[src/rtl/multicycle_ctrl.sv]
// Multi-cycle RV32I control FSM: steps each instruction through FETCH/DECODE/EXEC/MEM/WB
// and drives the shared ALU operand selects, PC/IR/ALUOut enables, RF write-back and memory port.
module multicycle_ctrl (
  input  logic        i_clk,
  input  logic        i_rst,
  input  logic [31:0] i_instr,
  input  logic        i_mem_ready,
  input  logic        i_br_taken,
  output logic        o_ir_we,
  output logic        o_pc_we,
  output logic        o_pc_src,
  output logic        o_alu_out_we,
  output logic        o_mem_req,
  output logic        o_mem_we,
  output logic        o_mem_addr_sel,
  output logic [1:0]  o_alusrc_a,
  output logic [1:0]  o_alusrc_b,
  output logic [1:0]  o_alu_ctl,
  output logic        o_rf_we,
  output logic [1:0]  o_wb_sel,
  output logic        o_illegal,
  output logic [2:0]  o_state
);

  typedef enum logic [2:0] {
    S_FETCH  = 3'd0,
    S_DECODE = 3'd1,
    S_EXEC   = 3'd2,
    S_MEM    = 3'd3,
    S_WB     = 3'd4,
    S_TRAP   = 3'd5
  } state_t;

  localparam logic [6:0] OP_R      = 7'b0110011;
  localparam logic [6:0] OP_I      = 7'b0010011;
  localparam logic [6:0] OP_LUI    = 7'b0110111;
  localparam logic [6:0] OP_AUIPC  = 7'b0010111;
  localparam logic [6:0] OP_LOAD   = 7'b0000011;
  localparam logic [6:0] OP_STORE  = 7'b0100011;
  localparam logic [6:0] OP_BRANCH = 7'b1100011;
  localparam logic [6:0] OP_JAL    = 7'b1101111;
  localparam logic [6:0] OP_JALR   = 7'b1100111;

  state_t     r_state;
  logic       r_illegal;
  logic [6:0] w_opcode;
  logic       w_legal;
  logic       w_is_load;
  logic       w_is_store;
  logic       w_unused_instr;

  assign w_opcode       = i_instr[6:0];
  assign w_is_load      = (w_opcode == OP_LOAD);
  assign w_is_store     = (w_opcode == OP_STORE);
  // Only the opcode steers sequencing; the remaining fields belong to the datapath.
  assign w_unused_instr = ^i_instr[31:7];
  assign o_state        = r_state;
  assign o_illegal      = r_illegal;

  always_comb begin
    w_legal = 1'b0;
    case (w_opcode)
      OP_R, OP_I, OP_LUI, OP_AUIPC, OP_LOAD, OP_STORE,
      OP_BRANCH, OP_JAL, OP_JALR: w_legal = 1'b1;
      default:                    w_legal = 1'b0;
    endcase
  end

  always_ff @(posedge i_clk) begin
    if (i_rst) begin
      r_state   <= S_FETCH;
      r_illegal <= 1'b0;
    end else begin
      case (r_state)
        S_FETCH: begin
          if (i_mem_ready) r_state <= S_DECODE;
          else             r_state <= S_FETCH;
        end
        S_DECODE: begin
          if (w_legal) begin
            r_state <= S_EXEC;
          end else begin
            r_state   <= S_TRAP;
            r_illegal <= 1'b1;
          end
        end
        S_EXEC: begin
          case (w_opcode)
            OP_R, OP_I, OP_LUI, OP_AUIPC: r_state <= S_WB;
            OP_LOAD, OP_STORE:            r_state <= S_MEM;
            OP_BRANCH, OP_JAL, OP_JALR:   r_state <= S_FETCH;
            default: begin
              r_state   <= S_TRAP;
              r_illegal <= 1'b1;
            end
          endcase
        end
        S_MEM: begin
          if (!i_mem_ready) r_state <= S_MEM;
          else if (w_is_load) r_state <= S_WB;
          else r_state <= S_FETCH;
        end
        S_WB:    r_state <= S_FETCH;
        S_TRAP:  r_state <= S_TRAP;
        default: r_state <= S_FETCH;
      endcase
    end
  end

  // Reset holds every strobe and select low, even though the state already reads FETCH.
  always_comb begin
    o_ir_we        = 1'b0;
    o_pc_we        = 1'b0;
    o_pc_src       = 1'b0;
    o_alu_out_we   = 1'b0;
    o_mem_req      = 1'b0;
    o_mem_we       = 1'b0;
    o_mem_addr_sel = 1'b0;
    o_alusrc_a     = 2'b00;
    o_alusrc_b     = 2'b00;
    o_alu_ctl      = 2'b00;
    o_rf_we        = 1'b0;
    o_wb_sel       = 2'b00;
    if (i_rst) begin
      o_mem_req = 1'b0;
    end else begin
      case (r_state)
        S_FETCH: begin
          o_mem_req  = 1'b1;
          o_alusrc_a = 2'b11;
          o_alusrc_b = 2'b10;
          if (i_mem_ready) begin
            o_ir_we = 1'b1;
            o_pc_we = 1'b1;
          end else begin
            o_ir_we = 1'b0;
          end
        end
        S_DECODE: begin
          o_alusrc_a   = 2'b01;
          o_alusrc_b   = 2'b01;
          o_alu_out_we = 1'b1;
        end
        S_EXEC: begin
          case (w_opcode)
            OP_R: begin
              o_alu_ctl    = 2'b10;
              o_alu_out_we = 1'b1;
            end
            OP_I: begin
              o_alusrc_b   = 2'b01;
              o_alu_ctl    = 2'b10;
              o_alu_out_we = 1'b1;
            end
            OP_LUI: begin
              o_alusrc_a   = 2'b10;
              o_alusrc_b   = 2'b01;
              o_alu_out_we = 1'b1;
            end
            OP_AUIPC: begin
              o_alusrc_a   = 2'b01;
              o_alusrc_b   = 2'b01;
              o_alu_out_we = 1'b1;
            end
            OP_LOAD, OP_STORE: begin
              o_alusrc_b   = 2'b01;
              o_alu_out_we = 1'b1;
            end
            OP_BRANCH: begin
              o_alu_ctl = 2'b01;
              if (i_br_taken) begin
                o_pc_we  = 1'b1;
                o_pc_src = 1'b1;
              end else begin
                o_pc_we  = 1'b0;
              end
            end
            OP_JAL, OP_JALR: begin
              o_alusrc_a = (w_opcode == OP_JAL) ? 2'b01 : 2'b00;
              o_alusrc_b = 2'b01;
              o_pc_we    = 1'b1;
              o_rf_we    = 1'b1;
              o_wb_sel   = 2'b10;
            end
            default: o_alu_ctl = 2'b00;
          endcase
        end
        S_MEM: begin
          o_mem_req      = 1'b1;
          o_mem_addr_sel = 1'b1;
          o_mem_we       = w_is_store;
        end
        S_WB: begin
          o_rf_we  = 1'b1;
          o_wb_sel = w_is_load ? 2'b01 : 2'b00;
        end
        S_TRAP:  o_mem_req = 1'b0;
        default: o_mem_req = 1'b0;
      endcase
    end
  end

endmodule

[config.mk]
export PLATFORM = sky130hd
export DESIGN_NAME = multicycle_ctrl
export DESIGN_NICKNAME = d
export VERILOG_FILES = /design/src/rtl/multicycle_ctrl.sv
export SDC_FILE = /design/constraint.sdc
export NUM_CORES = 1
export LEC_CHECK = 0
export ABC_AREA = 1
export ABC_CLOCK_PERIOD_IN_PS = 1100
export BUFFER_PORTS_ARGS = -buffer_cell sky130_fd_sc_hd__buf_4
export CAP_MARGIN = 40
export CORE_ASPECT_RATIO = 1.2
export CORE_MARGIN = 2
export CORE_UTILIZATION = 32
export DETAILED_ROUTE_END_ITERATION = 12
export PLACE_DENSITY = 0.88
export SLEW_MARGIN = 40
export SYNTH_ARGS = -nofsm -noshare
export SYNTH_HDL_FRONTEND = slang
export SYNTH_SLANG_ARGS = --single-unit
[constraint.sdc]
create_clock -name i_clk -period 1.1 [get_ports i_clk]
set_input_delay 0.165 -clock i_clk [delete_from_list [all_inputs] [get_ports i_clk]]
set_output_delay 0.165 -clock i_clk [all_outputs]
set_load 0.01 [all_outputs]
---- Word level (Yosys, flattened, before mapping) ----
Index checks and enable logic that the tools add are counted.
word-level totals
  flip-flop bits (word level) ............. 4
  latch bits .............................. 0
  bits in writable memories ............... 0
  memory bits (read-only) ................. 0
  input bits .............................. 36
  output and inout bits ................... 20
  word-level logic and storage cells ...... 76
  memories ................................ 0
operators by class
  $add $sub $neg .......................... 0
  multipliers ............................. 0
  div/mod/pow operators ................... 0
  order comparisons ....................... 0
  equality and inequality tests ........... 16
  shifts and indexed selects .............. 0
  multiplexer cells ....................... 46
  bitwise logic cells ..................... 0
  reductions and logical operators ........ 12
operators with widths
  cell                  count
  $mux W1               25
  $eq A7 B6 Y1 const B  3
  $eq A7 B7 Y1 const B  3
  $pmux W2 S3           3
  $pmux W3 S5           1
  $eq A7 B5 Y1 const B  2
  $mux W2               6
  $pmux W1 S2           5
  $mux W3               3
  $pmux W3 S3           1
  $reduce_or A9 Y1      1
  $pmux W2 S2           2
  $reduce_or A2 Y1      4
  $eq A7 B2 Y1 const B  1
  $reduce_or A7 Y1      1
  $eq A3 B2 Y1 const B  2
  $eq A3 B3 Y1 const B  2
  $reduce_or A6 Y1      1
  $ne A2 B2 Y1 const B  2
  $reduce_or A4 Y1      1
  $eq A3 B1 Y1 const B  1
  $logic_not A3 Y1      1
  $reduce_and A3 Y1     1
  $reduce_or A3 Y1      1
  $reduce_bool A2 Y1    1

---- Longest topological paths before layout ----
Gate-level depths: netlist of run 1.
  depth after elaboration ................. 5
  gate-level depth with buffers ........... 11

---- Least setup slack after synthesis of run 1 ----
No wires, ideal clock.
  kind .................................... reg2out
  start point ............................. register r_state[0], in the netlist o_state[0]
  end point ............................... output port o_alusrc_b[0]
  arrival ................................. 1.128 ns
  data required time ...................... 0.935 ns
  slack ................................... -0.193 ns
  cell stages (with the launch flop) ...... 5
  path buffers ............................ 0
  cells stage by stage .................... dfxtp_1 -> nand2_1 -> nor2_2 -> o21ai_1 -> a41oi_1
on the way
  longest elaborated chain between the ends .. 3
  elaborated cells on any way between the ends .. 5
  classes of those cells .................. eq/ne (2); mux (2); reduce/logical (1)
RTL lines
  element                               RTL line  source
  start: declaration                    44        state_t r_state;
  start signal: assignment              71        r_state <= S_FETCH;
  start signal: assignment              76        if (i_mem_ready) r_state <= S_DECODE;
  start signal: assignment              77        else r_state <= S_FETCH;
  $eq A3 B2 Y1 (tied with other cells)  127       case (r_state)
  $pmux W2 S3 *                         127
  $mux W2 *                             124       if (i_rst) begin
  end: declaration                      17        output logic [1:0] o_alusrc_b,
Every way passes the cells marked *; elsewhere a longest branch is shown, timed or not.

---- Worst setup path in the final report of run 1 ----
  start point ............................. register r_state[2], in the netlist o_state[2]
  end point ............................... output port o_alusrc_b[0]
The elaborated chain is that of the path after synthesis.

==> impl_metrics.py, run 1 <==
metrics = {
    "status": {
        "outcome": "finished with violations",
        "violations": "negative setup slack",
    },
    "drt": {
        "routed_wl_um": 2510,
        "wire_per_inst_um": 14.1,
        "viasPerCell": 5.40,
        "drt_iter0_markers": 15,
        "detail-route-antenna-nets": 0,
        "drc": 0,
        "firstDrtPassIters": 4,
        "num_vias": 961,
    },
    "logic_synthesis": {
        "yosysTopAreaCellShare_pct": 14.1,
        "synth_nets": 134,
        "synth_area_leaders": "dfxtp_1, nor2_1, nand2_2",
        "synth_seq_cells": 4,
        "ys_seq_area_share_pct": 14.1,
        "syn-cell-area_um2": 569,
        "ys_top_cells_by_count": "nor2_1, nand2_1, nand3_1, inv_1, nand2_2",
        "yosysMostFrequentCell": "nor2_1",
        "synth_ff_type": "dfxtp_1",
        "synth_cells": 98,
        "synth_cell_types": 24,
        "yosys_warnings": 0,
        "syn_area_per_cell_um2": 5.81,
        "async_reset_ff_share_pct": 0,
        "synth_top_area_cell": "dfxtp_1",
        "synth_edf_count": 0,
    },
    "sta": {
        "worst_slack_ns": -0.410,
        "relSlewSlack_pct": 79.0,
        "skew_ns": 0.00723,
        "timing.fmax_ghz": 0.662,
        "period_share_pct": 137,
        "drv_slew": 0,
        "timing.hold.ws_ns": 0.309,
        "finalSetupViolations": 20,
        "rsz0062_at_grt": "true",
        "worst_pin_slew_ns": 0.313,
        "hold_viol": 0,
        "post-route-min-period_ns": 1.51,
    },
    "global_route": {
        "use_met2_pct": 41.3,
        "grt_pass1_vias": 912,
        "grt_util_all_layers_pct": 23.2,
        "grt_pass1_wl_um": 3800,
        "antenna_found_initial": 0,
        "grt_use_met3_pct": 4.68,
        "overflow": 0,
        "busiest_layer": "met2",
        "met1_usage_pct": 23.2,
        "grt_max_degree": 10,
    },
    "worst_setup_path": {
        "criticalPathCategory": "reg2out",
        "r2r-start": "o_state[2]",
        "cp-startpoint": "o_state[2]",
        "cp_cell_sequence": "buf_4 > nor2_4 > o21ai_4 > a41oi_2 > buf_4",
        "worstPathArrival_ns": 1.34,
        "critPathSlowestCell": "dfxtp_4",
        "worstPathMaxFanout": 6,
        "crit_required_ns": 0.94,
        "worstSetupEndpointType": "output pin",
        "cpPeakStageDelay_ns": 0.37,
        "worst_setup_path_start_kind": "flop",
        "cpMostUsedCell": "buf_4",
        "rr_worst_depth": 9,
    },
    "final_layout": {
        "drive_gt1_share_pct": 71.9,
        "instances_no_fill": 178,
        "num-nets-final": 197,
        "area_growth_syn_to_layout_pct": 115,
        "insertedDiodeCount": 0,
    },
    "clock_network": {
        "clock_sinks": 4,
        "htree_levels": 1,
        "cts_tree": "built",
        "ctsHoldBuffers": 0,
        "clk_latency_ns": 0.24,
        "cts_buffers": 3,
        "root_buffer": "clkbuf_4",
        "clk_pin_slew_ns": 0.05,
        "clk_path_buf_depth": 2,
    },
    "power": {
        "power-per-cell-area_nw_per_um2": 771,
        "power_mw": 0.946,
        "p_leak_nw": 0.582,
        "ir_drop_mv": 0.418,
    },
    "die": {
        "die_w_um": 42.5,
        "num_io_pins": 56,
        "floorplan.rows": 16,
        "initial_core_util_pct": 34.3,
        "core_um2": 1660,
        "die-area_um2": 2130,
        "die_h_um": 50.2,
    },
    "placement": {
        "place_inst": 165,
        "portBuffers": 30,
        "pre_cts_ws_ns": -0.240,
        "dpl.hpwl_um": 1690,
        "place_congestion": 0.909,
    },
    "job": {
        "cap_violations": 0,
    },
    "min_path": {
        "min_from": "i_rst",
        "hold_class": "in2reg",
        "whs_path_depth": 3,
    },
}
==> final timing paths <==
kind	slack, ns	end
max	-0.41	o_alusrc_b[0]
min	0.31	o_state[1]
max reg2reg	-0.37	o_state[2]
min reg2reg	0.48	o_illegal
==> flip-flops by register name, indices dropped and copies added, names as in the netlist <==
| name | count |
|---|---|
| o_state | 3 |
| o_illegal | 1 |
==> power by group <==
part	switching, mW	internal (mW)	total, mW
combinational	0.263	0.278	0.541
clock	0.0770	0.137	0.214
sequential	0.0273	0.164	0.191
total	0.367	0.578	0.946
==> cells in the final DEF, fill, tap and decap left out, drive strengths merged, types with 4 or more instances in the layout <==
cell type and count:
buf 59, dfxtp 4, nor2 22, a21oi 8, clkbuf 4, nor3 7, inv 15, o21ai 4
nand2 21, nand3 11
==> worst max-delay path, delay by kind of cell, from the launching register on <==
kind                   cells  cell delay, ns
flip-flops                 1            0.37
buffers and inverters      2            0.28
AO/OA/AOI/OAI              2            0.25
AND/OR/NAND/NOR            1            0.20
==> cell type report <==
type / instances / area, um^2
multi-input cells: 78 / 557
repair buffers: 59 / 473
fillers: 114 / 435
flip-flops and latches: 4 / 88.8
inverters: 15 / 58.8
clock buffers: 4 / 26.3
well taps: 18 / 22.5
==> timing repair <==
item | in CTS | in global routing
resized for setup | 28 | 2
pin swaps | 6 | 3
endpoints found under the setup margin | 20 | 20
setup buffers | 6 | 3
==> metrics by stage <==
| step | utilization, % | TNS [ns] | instance area (um^2) |
|---|---|---|---|
| finish | 73.8 | -6.05 | 1230 |
| floorplan | - | -0.336 | 624 |
| global placement | 61.3 | -1.47 | 1020 |
| global route | 73.8 | -7.31 | 1230 |
| CTS | 71.9 | -5.65 | 1190 |
| detailed placement | 61.3 | -2.13 | 1020 |
==> kinds of logic after synthesis <==
kind of cell / synth area share [%]
and+or+nand+nor: 60.9
buffers and inverters: 10.5
AOI/OAI and AO/OA: 14.5
DFF: 14.1
==> layer usage <==
| layer | part of all wire [%] | wire length (um) |
|---|---|---|
| met4 | 6.0 | 150 |
| met5 | 0 | 0 |
| met3 | 3.9 | 99 |
| met1 | 37 | 919 |
| met2 | 53 | 1340 |
(Power assumes the default switching activity.)
==> run 2: changes to the inputs <==
Settings changed: BUFFER_PORTS_ARGS -buffer_cell sky130_fd_sc_hd__buf_4 to default, CORE_AREA from default to 2 2 39 41, CORE_ASPECT_RATIO 1.2 to default, CORE_MARGIN 2 to default, CORE_UTILIZATION 32 to default, CTS_BUF_LIST from default to sky130_fd_sc_hd__clkbuf_16, DIE_AREA from default to 0 0 41 43, DONT_BUFFER_PORTS from default to 1, PLACE_DENSITY 0.88 to 0.71.
==> impl_metrics.py, run 2 (same netlist as run 1, synthesis figures left out) <==
metrics = {
    "drt": {
        "firstDrtPassIters": 4,
        "drc": 0,
        "drt_iter0_markers": 14,
        "wire_per_inst_um": 14.7,
        "detail-route-antenna-nets": 0,
        "routed_wl_um": 2060,
        "viasPerCell": 5.49,
        "num_vias": 769,
    },
    "sta": {
        "hold_viol": 0,
        "period_share_pct": 133,
        "worst_pin_slew_ns": 0.291,
        "drv_slew": 0,
        "timing.fmax_ghz": 0.684,
        "skew_ns": 0.00222,
        "worst_slack_ns": -0.362,
        "relSlewSlack_pct": 80.5,
        "post-route-min-period_ns": 1.46,
        "rsz0062_at_grt": "true",
        "finalSetupViolations": 20,
    },
    "final_layout": {
        "insertedDiodeCount": 0,
        "largest_reg_flops": 3,
        "final_common_cell": "buf_4",
        "instances_no_fill": 140,
        "nFillCells": 103,
        "area_growth_syn_to_layout_pct": 88.1,
        "layout_common_cells": "buf_4, nand2_2, nor2_4, nor2_1, inv_2",
        "drive_gt1_share_pct": 68.5,
        "num-nets-final": 161,
    },
    "clock_network": {
        "clk_latency_ns": 0.23,
        "ctsHoldBuffers": 0,
        "htree_levels": 1,
        "clk_pin_slew_ns": 0.03,
        "clk_path_buf_depth": 2,
        "clock_sinks": 4,
        "cts_tree": "built",
        "cts_buffers": 3,
        "root_buffer": "clkbuf_16",
    },
    "worst_setup_path": {
        "r2r-start": "o_state[1]",
        "worstPathArrival_ns": 1.30,
        "criticalPathCategory": "reg2out",
        "timing.rr.end": "o_illegal",
        "worstSetupEndpointType": "output pin",
        "worstPathMaxFanout": 5,
        "rr_worst_depth": 7,
        "reg2reg_slack_ns": -0.24,
        "crit_required_ns": 0.94,
        "worst_setup_path_start_kind": "flop",
    },
    "die": {
        "die_h_um": 43,
        "floorplan.rows": 14,
        "initial_core_util_pct": 41.1,
        "die-area_um2": 1760,
        "die_w_um": 41,
        "core_um2": 1380,
        "num_io_pins": 56,
    },
    "min_path": {
        "worstHoldEndpoint": "o_state[1]",
        "whs_path_depth": 1,
        "hold_class": "in2reg",
        "min_from": "i_rst",
    },
    "placement": {
        "dpl.hpwl_um": 1360,
        "pre_cts_ws_ns": -0.167,
        "portBuffers": 0,
        "place_inst": 130,
        "place_congestion": 0.784,
    },
    "global_route": {
        "grt_max_degree": 12,
        "antenna_found_initial": 0,
        "grt_pass1_vias": 748,
        "overflow": 0,
        "grt_util_all_layers_pct": 24.7,
        "grt_pass1_wl_um": 3060,
    },
    "status": {
        "violations": "negative setup slack",
        "outcome": "finished with violations",
    },
    "power": {
        "power-per-cell-area_nw_per_um2": 1120,
        "ir_drop_mv": 0.986,
        "p_leak_nw": 0.454,
    },
    "job": {
        "cap_violations": 0,
    },
}
## run 2: cell types whose count changed in the layout (fill, tap and decap cells not counted), moves of 2 or more
cell       delta
clkbuf_4      -3
nor2_4        +5
nand2_2       -2
buf_4        -33
buf_6         -4
clkbuf_16     +3
nor2_1        -6
## run 2: how the worst max path moves through the flow
stage,startpoint,slack [ns],endpoint
floorplan,o_state[1],-0.09,o_pc_we
global placement,o_state[1],-0.16,o_pc_we
detailed placement,o_state[1],-0.17,o_pc_we
CTS,o_state[1],-0.36,o_pc_we
global route,o_state[1],-0.42,o_rf_we
finish,o_state[1],-0.36,o_pc_we
## run 2: area by class of cell
type	instances	area (um^2)	share of cell area (%)
Multi-Input combinational cell	78	624	58.3
Sequential cell	4	88.8	8.29
Inverter	15	58.8	5.49
Clock buffer	3	75.1	7.01
Tap cell	16	20.0	1.87
Timing Repair Buffer	23	200	18.7
Clock inverter	1	3.75	0.350
## run 2: timing repair
action,in CTS,in global routing
resized for setup,28,14
setup buffers,3,4
endpoints found under the setup margin,20,20
pin swaps,10,7
hold endpoints to repair,0,1
## run 2: worst max-delay path: stages (launching register included)
cell and delay [ns]:
dfxtp_2 0.34, inv_4 0.05, nor3_4 0.30, nand3_2 0.16
nand3_2 0.11, nand2_2 0.05, inv_2 0.07
## run 2: through the flow
step	total power, mW	TNS, ns	utilization (%)	cell area, um^2	hold WS (ns)
global route	1.25	-6.08	77.4	1070	-0.00191
floorplan	0.379	-0.336	-	624	0.353
global placement	0.474	-0.996	56.4	781	0.224
CTS	1.12	-4.32	72.2	1000	0.00131
detailed placement	0.481	-1.10	56.4	781	0.224
finish	1.20	-5.15	77.4	1070	0.00181
## run 2: layer usage
metal	GRT usage [%]	routed length, um
met1	26.8	785
met2	41.3	1090
met3	7.85	138
met4	10.7	46
met5	0	0
## run 2: power breakdown
part | total (mW) | internal (mW) | switching (mW)
combinational | 0.421 | 0.197 | 0.224
sequential | 0.193 | 0.164 | 0.0293
clock | 0.590 | 0.471 | 0.119
